==> config.mk <==
export PLATFORM = sky130hd
export DESIGN_NAME = iso7816_t0_tpdu_engine
export DESIGN_NICKNAME = d
export VERILOG_FILES = /design/src/rtl/iso7816_t0_tpdu_engine.sv
export SDC_FILE = /design/constraint.sdc
export NUM_CORES = 1
export LEC_CHECK = 0
export ABC_AREA = 1
export BUFFER_PORTS_ARGS = -buffer_cell sky130_fd_sc_hd__buf_2
export CAP_MARGIN = 30
export CORE_ASPECT_RATIO = 0.7
export CORE_UTILIZATION = 65
export DETAILED_ROUTE_END_ITERATION = 10
export MAX_ROUTING_LAYER = met4
export PLACE_DENSITY = 0.86
export SLEW_MARGIN = 20
export SYNTH_ARGS = -nofsm -noshare
export SYNTH_HDL_FRONTEND = slang
export SYNTH_SLANG_ARGS = --single-unit
==> constraint.sdc <==
create_clock -name clk -period 4.4 [get_ports clk]
set_input_delay 0.44 -clock clk [delete_from_list [all_inputs] [get_ports clk]]
set_output_delay 0.44 -clock clk [all_outputs]
set_load 0.01 [all_outputs]
==> src/rtl/iso7816_t0_tpdu_engine.sv <==
// ISO 7816-3 T=0 TPDU engine: sends the header, follows procedure bytes,
// moves data between the card and a host-visible buffer, latches SW1/SW2.
module iso7816_t0_tpdu_engine #(
    parameter int ADDR_W    = 4,
    parameter int TIMEOUT_W = 24
) (
    input  logic                 clk,
    input  logic                 nReset,
    input  logic                 start,
    input  logic [7:0]           cla,
    input  logic [7:0]           ins,
    input  logic [7:0]           p1,
    input  logic [7:0]           p2,
    input  logic [7:0]           p3,
    input  logic                 isWrite,
    input  logic [TIMEOUT_W-1:0] wwtCycles,
    input  logic                 bufWe,
    input  logic [ADDR_W-1:0]    bufAddr,
    input  logic [7:0]           bufWdata,
    input  logic [ADDR_W-1:0]    bufRaddr,
    output logic [7:0]           bufRdata,
    output logic [7:0]           txData,
    output logic                 txValid,
    input  logic                 txReady,
    input  logic [7:0]           rxData,
    input  logic                 rxValid,
    input  logic                 rxParityError,
    output logic                 busy,
    output logic                 done,
    output logic [7:0]           sw1,
    output logic [7:0]           sw2,
    output logic [2:0]           errCode,
    output logic [ADDR_W:0]      rxCount
);
    localparam int DEPTH = 2 ** ADDR_W;
    localparam logic [8:0] DEPTH9 = 9'(DEPTH);
    localparam logic [TIMEOUT_W-1:0] ONE = TIMEOUT_W'(1);

    typedef enum logic [2:0] {
        IDLE, SEND_HDR, WAIT_PROC, SEND_DATA, RECV_DATA, WAIT_SW2, DONE
    } tpduState_e;

    tpduState_e state, stateNext;
    logic [7:0] mem [DEPTH];
    logic [7:0] claR, insR, p1R, p2R, p3R, hdrByte;
    logic isWriteR;
    logic [TIMEOUT_W-1:0] wwtR, timer, timerNext;
    logic [8:0] lenCalc, lenR, remaining, remNext, xferLeft, xferNext;
    logic [2:0] hdrIdx, hdrIdxNext, errNext;
    logic [ADDR_W-1:0] index, idxNext;
    logic [7:0] sw1Next, sw2Next;
    logic [ADDR_W:0] rxCountNext;
    logic memWe, capture, waiting;

    // Case 2 with P3=0 asks the card for a full 256-byte block.
    assign lenCalc = (p3 == 8'h00 && !isWrite) ? 9'd256 : {1'b0, p3};
    assign busy = !(state == IDLE || state == DONE);
    assign done = state == DONE;
    assign waiting = state == WAIT_PROC || state == RECV_DATA ||
                     state == WAIT_SW2;

    always_comb begin
        unique case (hdrIdx)
            3'd0:    hdrByte = claR;
            3'd1:    hdrByte = insR;
            3'd2:    hdrByte = p1R;
            3'd3:    hdrByte = p2R;
            default: hdrByte = p3R;
        endcase
    end

    always_comb begin
        stateNext = state;
        hdrIdxNext = hdrIdx;
        remNext = remaining;
        xferNext = xferLeft;
        idxNext = index;
        timerNext = timer;
        sw1Next = sw1;
        sw2Next = sw2;
        errNext = errCode;
        rxCountNext = rxCount;
        memWe = 1'b0;
        capture = 1'b0;
        txValid = 1'b0;
        txData = 8'h00;
        unique case (state)
            IDLE: if (start) begin
                capture = 1'b1;
                sw1Next = 8'h00;
                sw2Next = 8'h00;
                errNext = 3'd0;
                rxCountNext = '0;
                hdrIdxNext = 3'd0;
                if (lenCalc > DEPTH9) begin
                    errNext = 3'd2;
                    stateNext = DONE;
                end else begin
                    stateNext = SEND_HDR;
                end
            end
            SEND_HDR: begin
                txValid = 1'b1;
                txData = hdrByte;
                if (txReady) begin
                    if (hdrIdx == 3'd4) begin
                        stateNext = WAIT_PROC;
                        remNext = lenR;
                        idxNext = '0;
                        timerNext = wwtR;
                    end else begin
                        hdrIdxNext = hdrIdx + 3'd1;
                    end
                end
            end
            WAIT_PROC: if (rxValid) begin
                timerNext = wwtR;
                if (rxParityError) begin
                    errNext = 3'd4;
                    stateNext = DONE;
                end else if (rxData == 8'h60) begin
                    stateNext = WAIT_PROC;
                end else if (rxData == insR || rxData == ~insR) begin
                    if (remaining == '0) begin
                        errNext = 3'd3;
                        sw1Next = rxData;
                        stateNext = DONE;
                    end else begin
                        xferNext = (rxData == insR) ? remaining : 9'd1;
                        stateNext = isWriteR ? SEND_DATA : RECV_DATA;
                    end
                end else if (rxData[7:4] == 4'h6 || rxData[7:4] == 4'h9) begin
                    sw1Next = rxData;
                    stateNext = WAIT_SW2;
                end else begin
                    errNext = 3'd3;
                    sw1Next = rxData;
                    stateNext = DONE;
                end
            end
            SEND_DATA: begin
                txValid = 1'b1;
                txData = mem[index];
                if (txReady) begin
                    idxNext = index + 1'b1;
                    remNext = remaining - 1'b1;
                    xferNext = xferLeft - 1'b1;
                    if (xferLeft == 9'd1) begin
                        stateNext = WAIT_PROC;
                        timerNext = wwtR;
                    end
                end
            end
            RECV_DATA: if (rxValid) begin
                timerNext = wwtR;
                if (rxParityError) begin
                    errNext = 3'd4;
                    stateNext = DONE;
                end else begin
                    memWe = 1'b1;
                    idxNext = index + 1'b1;
                    remNext = remaining - 1'b1;
                    xferNext = xferLeft - 1'b1;
                    rxCountNext = rxCount + 1'b1;
                    if (xferLeft == 9'd1) stateNext = WAIT_PROC;
                end
            end
            WAIT_SW2: if (rxValid) begin
                stateNext = DONE;
                if (rxParityError) begin
                    errNext = 3'd4;
                end else begin
                    sw2Next = rxData;
                    errNext = 3'd0;
                end
            end
            DONE: stateNext = IDLE;
        endcase
        // Card silence: the counter runs only while a byte is owed.
        if (waiting && !rxValid) begin
            if (timer <= ONE) begin
                errNext = 3'd1;
                stateNext = DONE;
            end else begin
                timerNext = timer - ONE;
            end
        end
    end

    always_ff @(posedge clk or negedge nReset) begin
        if (!nReset) state <= IDLE;
        else state <= stateNext;
    end

    always_ff @(posedge clk or negedge nReset) begin
        if (!nReset) begin
            {claR, insR, p1R, p2R, p3R} <= '0;
            isWriteR <= 1'b0;
            wwtR <= '0;
            lenR <= '0;
            hdrIdx <= '0;
            remaining <= '0;
            xferLeft <= '0;
            index <= '0;
            timer <= '0;
            sw1 <= 8'h00;
            sw2 <= 8'h00;
            errCode <= 3'd0;
            rxCount <= '0;
        end else begin
            if (capture) begin
                {claR, insR, p1R, p2R, p3R} <= {cla, ins, p1, p2, p3};
                isWriteR <= isWrite;
                wwtR <= wwtCycles;
                lenR <= lenCalc;
            end
            hdrIdx <= hdrIdxNext;
            remaining <= remNext;
            xferLeft <= xferNext;
            index <= idxNext;
            timer <= timerNext;
            sw1 <= sw1Next;
            sw2 <= sw2Next;
            errCode <= errNext;
            rxCount <= rxCountNext;
        end
    end

    // Buffer contents are not reset; host writes are locked out while busy.
    always_ff @(posedge clk) begin
        if (memWe) mem[index] <= rxData;
        else if (bufWe && !busy) mem[bufAddr] <= bufWdata;
        bufRdata <= mem[bufRaddr];
    end
endmodule

==> impl_metrics.ini <==
[outcome]
status = complete, no violations

[routing]
num_vias = 13960
ant_nets = 0
wl_um = 45930
vias_per_cell = 6.275
firstDrtPassIters = 6
wire_per_inst_um = 20.65
drc_errors = 0
drt_iter0_drc = 2416

[global_route]
grt_pass1_wl_um = 69390
gr-usage-all-layers = 0.3985
gr-total-overflow = 0
grt_pass1_vias = 12430
grt_max_degree = 100
antenna_found_initial = 0

[setup_path]
slowest_delay_ps = 830
rr_worst_depth = 5
rr_endpoint = mem[7][1]
slowest_stage = dfrtp_2
critical_path.startpoint_type = register
arrival_ps = 3250
path_class = reg2out
path_buf_inv = 2
crit_cells = 8
path_max_fanout = 65
setup.worst_path.start = index[0]
crit_chain = buf_4, o21ai_0, nand3_1, o21ai_0, a21oi_1, o31ai_1, nand2_1, buf_2
crit_end = txData[5]
rrSetupSlack_ps = 1270
cp-end-kind = output pin
critical_path_required_ps = 3960
critPathTopFamily = flip-flops
cp_common_cell = o21ai_0
r2r-start = index[0]

[timing]
setup_violations = 0
finalMaxSlewViolations = 0
tns_ps = 0
relSlewSlack = 0.3640
hold_viol_final = 0
rsz0062_at_grt = no
finalCriticalPeriod_ps = 3686
fmax_ghz = 0.2713
fin_skew_ps = 14.91
max_slew.worst_pin.slew_ps = 951.6
min_period_over_period = 0.8377

[cts]
cts.path.max_buffers = 3
hold_buffers = 1
clk_latency_ps = 560
clk_pin_slew_worst_paths_ps = 70
cts_buffers = 27
cts_htree_levels = 1
root_buffer = clkbuf_16
cts_resized = 0
clock_sinks = 286
cts_tree = done
postCtsSetupRepairBufs = 0

[die]
ioPinCount = 139
core.rowCount = 46
die_w_um = 183.3
start_util = 0.6612
fp.dieH_um = 128.9
core_um2 = 22620
dieArea_um2 = 23630

[finish]
fin_util = 0.7386
antenna-diode-count = 0
num-nets-final = 2000
final_common_cell = nand2_1
final_cell_mix = 447 x nand2_1, 204 x o21ai_0, 163 x inv_1
drive_gt1_frac = 0.1323
area.growth.synth_to_final_pct = 11.70

[synth]
synthDistinctLibCells = 51
synth_top_area_frac = 0.2570
synth_nets = 1904
ys_ff_latch = 286
synth.avg_cell_area_um2 = 8.333
yosysWarnings = 0
synthCells = 1795
ys_seq_area_frac = 0.5187
synth_area_um2 = 14960
synth_area_leaders = edfxtp_1 26%, dfrtp_1 25%, nand2_1 11%, o21ai_0 6.8%, a21oi_1 4.8%
synth_area_leader_cell = edfxtp_1

[pwr]
power_uw = 11160
irDropWorstVdd_uv = 442.8
p_per_area_nw_per_um2 = 667.7
cellLeakagePower_uw = 0.007671

[placement]
hpwlAfterDp_um = 31220
gp_congestion = 1.006
io_buffers = 138

[hold_path]
whs_path_depth = 3
hold_path_class = in2reg

[run]
maxCapViolations = 0
-- worst min-delay path, cell delays in order --
cell and delay [ps]:
buf_2 70, nand2_1 40, nand2_1 40
-- cells by family after synthesis --
family | synth area share
AO/OA/AOI/OAI | 0.1747
flip-flops | 0.5187
multiplexers | 0.008031
adder cells (fa/ha/maj) | 0.01088
XOR/XNOR | 0.008784
AND/OR/NAND/NOR | 0.2056
buffers and inverters | 0.07336
-- worst min path at each step --
stage / slack [ps] / end / start
5_1_grt: 80 / wwtR[17] / wwtCycles[17]
2_1_floorplan: 140 / claR[0] / nReset
3_3_place_gp: 460 / sw1[6] / sw1[6]
4_1_cts: 80 / wwtR[7] / wwtCycles[7]
3_5_place_dp: 460 / lenR[5] / lenR[5]
6_report: 80 / wwtR[7] / wwtCycles[7]
-- report_power, final --
part           total [µW]  leakage [µW]  switching [µW]  internal [µW]
logic                4560       0.00412            3200           1360
registers            4190       0.00312             573           3620
clock network        2400      0.000428            1060           1350
-- per-stage QoR --
step	instances	area, µm²	setup slack [ps]	hold WS (ps)
2_1_floorplan	1795	14960	2221	144.4
3_3_place_gp	2170	15760	1418	459.4
3_5_place_dp	2170	15760	1267	464.9
4_1_cts	2221	16660	857.7	80.84
5_1_grt	2224	16710	584.0	84.60
6_report	2224	16710	714.1	77.07
-- synthesized netlist by cell type (all sizes together) --
cell type  count
nor3          18
ha            13
dfxtp          8
inv          176
nand2        455
a21oi        145
a211oi         5
o211ai        31
xnor2          2
clkbuf        63
o21ai        229
buf           30
clkinv         2
nor4           2
mux2i         12
o22ai         12
xor2          13
a31oi          4
and3           2
a22oi          1
a21o           2
dfrtp        150
nand4         16
nor2         129
o221ai        20
nand3b         2
a221o          4
a21boi         2
or2            3
o31ai          5
o21a           1
edfxtp       128
nor3b          2
nand3        108
-- routing by layer --
metal / track usage / share of wire
met3: 0.1101 / 0.15
met1: 0.5857 / 0.40
met2: 0.5375 / 0.42
met5: - / 0
met4: 0.1108 / 0.029
-- flip-flops by register name, indices dropped and copies added (netlist names), 4 cells and up --
| signal | flops |
|---|---|
| sw1 | 8 |
| p1R | 8 |
| index | 4 |
| timer | 24 |
| p3R | 8 |
| claR | 8 |
| wwtR | 24 |
| p2R | 8 |
| mem | 128 |
| bufRdata | 8 |
| insR | 8 |
| lenR | 9 |
| xferLeft | 9 |
| sw2 | 8 |
| remaining | 9 |
| rxCount | 5 |
-- cell type report --
class / instances / area (µm²)
inverters: 178 / 669.4
flip-flops and latches: 286 / 7759
fillers: 1672 / 5912
clock buffers: 34 / 723.2
repair buffers: 160 / 894.6
well taps: 312 / 390.4
clock inverters: 16 / 162.7
multi-input cells: 1238 / 6108
No activity file was read; power rests on OpenSTA's default activity.
